==> src/rtl/isp_pkg.sv <==
// Shared ISP definitions: line-delay FSM encoding and default geometry.
package isp_pkg;

   localparam int unsigned DWIDTH_DEF = 16;
   localparam int unsigned AWIDTH_DEF = 12;
   localparam int unsigned LINE_W_DEF = 1920;

   typedef enum logic [1:0] {
      ST_IDLE   = 2'd0,
      ST_FLUSH  = 2'd1,
      ST_FILL   = 2'd2,
      ST_STREAM = 2'd3
   } state_e;

endpackage

==> src/rtl/line_delay_ctrl.sv <==
// One-line delay controller pairing each pixel with the same column of the previous line
// through an external show-ahead FIFO. Macro LINE_DELAY_CNT_EN enables the line counter.
module line_delay_ctrl
   import isp_pkg::*;
#(
   parameter int unsigned DWIDTH = DWIDTH_DEF,
   parameter int unsigned AWIDTH = AWIDTH_DEF,
   parameter int unsigned LINE_W = LINE_W_DEF
) (
   input  logic              clk,
   input  logic              rst,
   input  logic              sof,
   input  logic              in_vld,
   input  logic [DWIDTH-1:0] in_pix,
   output logic              fifo_we,
   output logic              fifo_re,
   output logic [DWIDTH-1:0] fifo_di,
   input  logic              fifo_full,
   input  logic              fifo_empty,
   input  logic [DWIDTH-1:0] fifo_dout,
   output logic              out_vld,
   output logic [DWIDTH-1:0] out_cur,
   output logic [DWIDTH-1:0] out_prev,
   output logic              ovf_err,
   output logic              unf_err,
   output logic              drop_err,
   output logic [11:0]       line_cnt
);

   localparam logic [AWIDTH-1:0] LAST_PIX = AWIDTH'(LINE_W - 1);

   state_e              state_q, state_d;
   logic [AWIDTH-1:0]   pix_q, pix_d;
   logic                out_vld_q;
   logic [DWIDTH-1:0]   out_cur_q, out_prev_q;
   logic                ovf_q, unf_q, drop_q;
   logic                ovf_d, unf_d, drop_d;
   logic                stream_hit;

   assign stream_hit = (state_q == ST_STREAM) && in_vld;
   assign fifo_di    = in_pix;

   always_comb begin
      fifo_we = 1'b0;
      fifo_re = 1'b0;
      unique case (state_q)
         ST_FLUSH:  fifo_re = ~fifo_empty;
         ST_FILL:   fifo_we = in_vld;
         ST_STREAM: begin
            fifo_we = in_vld;
            fifo_re = in_vld;
         end
         default: ;
      endcase
   end

   always_comb begin
      state_d = state_q;
      pix_d   = pix_q;
      unique case (state_q)
         ST_IDLE: ;
         ST_FLUSH: begin
            if (fifo_empty) begin
               state_d = ST_FILL;
               pix_d   = '0;
            end
         end
         ST_FILL: begin
            if (in_vld) begin
               if (pix_q == LAST_PIX) begin
                  state_d = ST_STREAM;
                  pix_d   = '0;
               end else begin
                  pix_d = pix_q + 1'b1;
               end
            end
         end
         ST_STREAM: begin
            if (in_vld) pix_d = (pix_q == LAST_PIX) ? '0 : pix_q + 1'b1;
         end
         default: ;
      endcase
      // A new frame always restarts with a flush, whatever the current state.
      if (sof) begin
         state_d = ST_FLUSH;
         pix_d   = '0;
      end
   end

   // Error flags: a set in the same cycle as sof wins over the clear.
   assign ovf_d  = (fifo_we & fifo_full) | (ovf_q & ~sof);
   assign unf_d  = (fifo_re & fifo_empty & (state_q == ST_STREAM)) | (unf_q & ~sof);
   assign drop_d = (in_vld & ((state_q == ST_IDLE) | (state_q == ST_FLUSH))) | (drop_q & ~sof);

   always_ff @(posedge clk or negedge rst) begin
      if (!rst) begin
         state_q    <= ST_IDLE;
         pix_q      <= '0;
         out_vld_q  <= 1'b0;
         out_cur_q  <= '0;
         out_prev_q <= '0;
         ovf_q      <= 1'b0;
         unf_q      <= 1'b0;
         drop_q     <= 1'b0;
      end else begin
         state_q   <= state_d;
         pix_q     <= pix_d;
         out_vld_q <= stream_hit;
         if (stream_hit) begin
            out_cur_q  <= in_pix;
            out_prev_q <= fifo_dout;
         end
         ovf_q  <= ovf_d;
         unf_q  <= unf_d;
         drop_q <= drop_d;
      end
   end

   assign out_vld  = out_vld_q;
   assign out_cur  = out_cur_q;
   assign out_prev = out_prev_q;
   assign ovf_err  = ovf_q;
   assign unf_err  = unf_q;
   assign drop_err = drop_q;

`ifdef LINE_DELAY_CNT_EN
   logic        line_wrap;
   logic [11:0] line_cnt_q;

   assign line_wrap = stream_hit && (pix_q == LAST_PIX);

   always_ff @(posedge clk or negedge rst) begin
      if (!rst) begin
         line_cnt_q <= '0;
      end else if (sof) begin
         line_cnt_q <= '0;
      end else if (line_wrap) begin
         line_cnt_q <= line_cnt_q + 12'd1;
      end
   end

   assign line_cnt = line_cnt_q;
`else
   assign line_cnt = '0;
`endif

endmodule

==> config.mk <==
export PLATFORM = sky130hd
export DESIGN_NAME = line_delay_ctrl
export DESIGN_NICKNAME = d
export VERILOG_FILES = /design/src/rtl/isp_pkg.sv /design/src/rtl/line_delay_ctrl.sv
export SDC_FILE = /design/constraint.sdc
export NUM_CORES = 1
export LEC_CHECK = 0
export BUFFER_PORTS_ARGS = -buffer_cell sky130_fd_sc_hd__buf_4
export CAP_MARGIN = 10
export CORE_MARGIN = 2
export CORE_UTILIZATION = 45
export CTS_BUF_LIST = sky130_fd_sc_hd__clkbuf_16
export CTS_CLUSTER_DIAMETER = 30
export DETAILED_ROUTE_END_ITERATION = 10
export PLACE_DENSITY_LB_ADDON = 0.08
export REMOVE_ABC_BUFFERS = 1
export SLEW_MARGIN = 20
export SYNTH_ARGS = -nofsm -noshare
export SYNTH_HDL_FRONTEND = slang
export SYNTH_SLANG_ARGS = --single-unit
==> constraint.sdc <==
create_clock -name clk -period 2.45 [get_ports clk]
set_clock_uncertainty 0.05 [all_clocks]
set_input_delay 0.49 -clock clk [delete_from_list [all_inputs] [get_ports clk]]
set_output_delay 0.49 -clock clk [all_outputs]
set_load 0.1 [all_outputs]
After elaboration in Yosys (flattened, before gate mapping)
Index checks and enable logic that the tools add are counted. Widths: inputs -> output; s select.

Reduce and logical (&&, ||, !) cells: 7. $add $sub $neg: 1. Bitwise operators: 13. Eq/ne operators: 8. Muxes and demuxes: 12.

Operators with widths (number): $mux 12 (4); $pmux 12 s2 (1); $add 12x1->12 const B (1); $eq 12x11->1 const B (1); $ne 3x3->1 const B (3); $mux 2 (4); $and 1x1->1 (7); $reduce_bool 3->1 (2); $eq 2x2->1 const B (2); $or 1x1->1 (4); $pmux 2 s2 (1); $reduce_and 4->1 (1); $ne 3x1->1 const B (1); $reduce_and 3->1 (1); $eq 2x1->1 const B (1); $logic_not 2->1 (1); $not 1->1 (2); $pmux 1 s2 (1); $reduce_or 2->1 (1); $logic_and 1x1->1 (1); $mux 1 (1).

Word-level logic and storage cells: 49. Input bits: 38. Register bits after elaboration: 50.

Depth between registers and ports, before layout
Word-level depth: 5. Mapped depth: 5. Gate-level depth less buffers: 5.

Least setup slack after synthesis
Ideal clock, no wire load.

Path type: input-to-output. Start: in in_vld. End: out fifo_re. Path slack: -0.119 ns. Arrival: 2.029 ns. Cell stages on the path: 3. Buffers on the path: 0. Cell sequence: nand2_1 inv_1 o21a_1.

Cells in the longest elaborated chain, start to end: 1.

RTL lines: start, declared (line line_delay_ctrl.sv:13) `input logic in_vld,`; $pmux 1 s2 (line line_delay_ctrl.sv:46) `unique case (state_q)`; end, declared (line line_delay_ctrl.sv:16) `output logic fifo_re,`.

No other way between the ends.

Final worst setup path
Start: reg pix_q[0]. End: reg pix_q[8].

Cells in the longest elaborated chain, start to end: 5. Elaborated cells on any way between the ends: 6.

RTL lines: start, declared (line line_delay_ctrl.sv:33) `logic [AWIDTH-1:0] pix_q, pix_d;`; start signal, assigned (line line_delay_ctrl.sv:107) `pix_q <= pix_d;`; $add 12x1->12 / $eq 12x11->1 (equally long branches) (line line_delay_ctrl.sv:74, line_delay_ctrl.sv:79, line_delay_ctrl.sv:70); $mux 12 * (line line_delay_ctrl.sv:70, line_delay_ctrl.sv:79); $mux 12 * (line line_delay_ctrl.sv:79) `if (in_vld) pix_d = (pix_q == LAST_PIX) ? '0 : pix_q + 1'b1;`; $pmux 12 s2 * (line line_delay_ctrl.sv:60) `unique case (state_q)`; $mux 12 * (line line_delay_ctrl.sv:84) `if (sof) begin`.

Every way passes the cells marked *; elsewhere a longest branch is shown, timed or not. The select of a mux whose other input is x is not followed. A chain may end at the register's enable or synchronous reset.

==> impl_metrics.toml <==
[power_and_ir_drop]
power_density_nw_per_um2 = 1240
cell_leakage_power_nw = 1.47
pwr-share-clk_pct = 22.4
power_switching_share_pct = 49.4
netSwitchingPower_mw = 1.90
combPwrFrac_pct = 50.0
p_int_mw = 1.95
share_seq_of_total_power_pct = 27.5
ir_worst_vdd_uv = 434

[yosys]
dominantRegCellSynth = "sky130_fd_sc_hd__dfrtp_1"
synth-seq-area-share_pct = 53.7
postSynthCellCount = 189
post_synth_num_cell_types = 38
post_synth.cell_area_avg_sq_um = 12.3
syn_area_sq_um = 2330
synth_warnings = 0
seq_cells_post_synth = 50
async_flop_share_pct = 100
number_of_flops_mapped_to_enable_cells_by_yosys = 0

[worst_setup_path]
crit_chain = "ha_1 -> nand4_1 -> or4_4 -> a21oi_4 -> nor2_1"
timing.critical_path.slowest_stage_cell = "sky130_fd_sc_hd__or4_4"
crit_path_start_kind = "flop"
r2r_setup_slack_ns = 0.45
peak_per_stage_delay_on_the_critical_path_ns = 0.62
worst-endpoint-arrival_ns = 2.11
setup.worst_path.end_class = "flop"
cp_max_fanout = 8
timing.critical_path.required_ns = 2.56
criticalPathCategory = "reg -> reg"

[grt]
global_route.overflow_total = 0
grt_antenna_before_repair = 0
vias_in_the_first_global_route = 1568
gr-usage-all-layers_pct = 16.2
maximum_number_of_pins_on_one_net_before_global_route_repair = 51
grt_first_pass_wirelength_um = 7590

[clock_tree]
max-clock-path-buffers = 2
post_cts_resize_count = 0
tritoncts_clock_tree = "done"
cts_root_buffer = "sky130_fd_sc_hd__clkbuf_16"
number_of_clock_buffers_inserted_by_tritoncts = 5
worst_skew_pair.late_latency_ns = 0.28
clkSlewWorstSetupHoldPaths_ns = 0.06
htreeDepth = 2
holdBufCountCts = 0
clock_sink_total = 50
cts_setup_buffers = 0

[floorplan]
pin_count = 104
die_height_um = 75.9
core_region_area_sq_um = 5040
core.rowCount = 26
initial_core_util_pct = 46.2
die_w_um = 75.9
die_area_sq_um = 5770

[timing]
post-route-period-util_pct = 81.8
report.final.hold_viol_count = 0
finalWorstPathRequiredPeriod_ns = 2.00
max_freq_mhz = 499
setup_violations = 0
tightestPinTransition_ns = 0.612
slew-limit-headroom_pct = 59.2
slew_violations = 0
postLayoutSetupSlackWorst_ns = 0.446
grt_setup_unrepaired = "false"

[drt]
remaining_drc_errors = 0
via_per_inst = 4.84
drt-pass1-iter-count = 4
ant_nets = 0
total_number_of_vias = 1632
route.final.wire_length_um = 4440
drtIter0Drc = 48
wl_per_cell_um = 13.2

[placement]
number_of_port_buffers = 91
routabilityCongestion = 0.878
place_worst_setup_slack_ns = 0.469
placed_cells_incl_taps = 329
dpl.hpwl_um = 3260

[worst_hold_path]
holdCritPathClass = "in -> async"

[job]
drv.max_cap_violation_count = 0

[final_layout]
antennaDiodeCount = 0
mostFrequentLayoutCells = "92 x sky130_fd_sc_hd__buf_4, 50 x sky130_fd_sc_hd__dfrtp_1, 32 x sky130_fd_sc_hd__mux2_2"
finalNonFillerCells = 337
fraction_of_final_layout_cells_sized_beyond_drive_strength_1_pct = 51.7
layout-area-overhead-vs-synth_pct = 33.0
design.final.nets = 305
most_common_cell_after_layout_fill_and_taps_aside = "sky130_fd_sc_hd__buf_4"

[run_status]
run_status = "finished, final reports clean"
## worst paths after layout
kind,from,to,depth (start not counted)
setup / recovery,pix_q[0],pix_q[8],5
hold / removal,rst,out_prev[9],1
setup reg to reg,pix_q[0],pix_q[8],5
hold reg to reg,out_prev[14],out_prev[14],1
max in group asynchronous,rst,unf_err,1
min in group clk,sof,state_q[1],2
## kinds of logic after synthesis
group                    count (synthesis)  share of synthesized area [%]
adder cells (fa/ha/maj)                  1                          0.537
flip-flops                              50                           53.7
buffers and inverters                   38                           11.1
AO/OA/AOI/OAI                           26                           8.12
XOR/XNOR                                 4                           1.50
other                                    1                          0.161
multiplexers                            32                           15.5
AND/OR/NAND/NOR                         37                           9.35
## sequential cells by signal, summed over array words and instances, names as in the netlist
| signal | cells |
|---|---|
| out_prev | 16 |
| ovf_err | 1 |
| drop_err | 1 |
| out_cur | 16 |
| unf_err | 1 |
| out_vld | 1 |
| pix_q | 12 |
| state_q | 2 |
## power groups by stage
| stage | logic (mW) | registers (mW) | clock network [mW] |
|---|---|---|---|
| finish | 1.92 | 1.06 | 0.863 |
| global placement | 1.93 | 1.07 | 0 |
| floorplan | 0.280 | 2.22 | 0 |
| detailed placement | 1.93 | 1.08 | 0 |
| CTS | 1.93 | 1.06 | 0.889 |
| global route | 1.97 | 1.08 | 0.925 |
## critical path, delay by kind of cell, from the launching register on
| kind | cells | cell delay, ns |
|---|---|---|
| simple gates | 3 | 0.92 |
| flops | 1 | 0.41 |
| compound gates | 1 | 0.29 |
| fa+ha+maj | 1 | 0.21 |
## layer usage
| metal | vias up | routed length (um) | track usage (%) |
|---|---|---|---|
| met3 | 10 | 346 | 5.48 |
| li1 | 776 | - | - |
| met2 | 71 | 1980 | 25.2 |
| met4 | 0 | 82 | 6.00 |
| met1 | 775 | 2030 | 21.3 |
| met5 | - | 0 | 0 |
## synth_stat cells (2+ instances only)
cell | n | share of area [%]
sky130_fd_sc_hd__or4_4 | 2 | 0.97
sky130_fd_sc_hd__nand2b_1 | 2 | 0.54
sky130_fd_sc_hd__nand2_1 | 8 | 1.3
sky130_fd_sc_hd__a21oi_2 | 2 | 0.75
sky130_fd_sc_hd__buf_4 | 28 | 9.0
sky130_fd_sc_hd__o21ai_0 | 4 | 0.86
sky130_fd_sc_hd__a22o_1 | 3 | 1.1
sky130_fd_sc_hd__o31ai_1 | 3 | 0.97
sky130_fd_sc_hd__buf_2 | 3 | 0.64
sky130_fd_sc_hd__mux2_2 | 32 | 15
sky130_fd_sc_hd__a21oi_1 | 6 | 1.3
sky130_fd_sc_hd__inv_1 | 5 | 0.81
sky130_fd_sc_hd__nand4_1 | 3 | 0.81
sky130_fd_sc_hd__or3_1 | 2 | 0.54
sky130_fd_sc_hd__xnor2_1 | 4 | 1.5
sky130_fd_sc_hd__nor2_1 | 7 | 1.1
sky130_fd_sc_hd__dfrtp_1 | 50 | 54
sky130_fd_sc_hd__nand3_1 | 5 | 1.1
## cell type report
type,count,area (sq um)
Fill cell,423,1950
Sequential cell,50,1250
Tap cell,70,87.6
Clock buffer,5,125
Inverter,5,18.8
Timing Repair Buffer,92,691
Clock inverter,3,63.8
Multi-Input combinational cell,112,860
## metrics by stage
step           TNS [ns]  hold WS [ns]  cell area (sq um)  utilization [%]  total power, mW
3_3_place_gp          0         0.440               2910             57.7             3.00
5_1_grt               0         0.225               3100             61.4             3.98
6_report              0         0.156               3100             61.4             3.85
2_1_floorplan    -0.130         0.144               2130                -             2.50
3_5_place_dp          0         0.446               2910             57.7             3.01
4_1_cts               0         0.196               3100             61.4             3.88
Power figures use the tool's default switching activity.
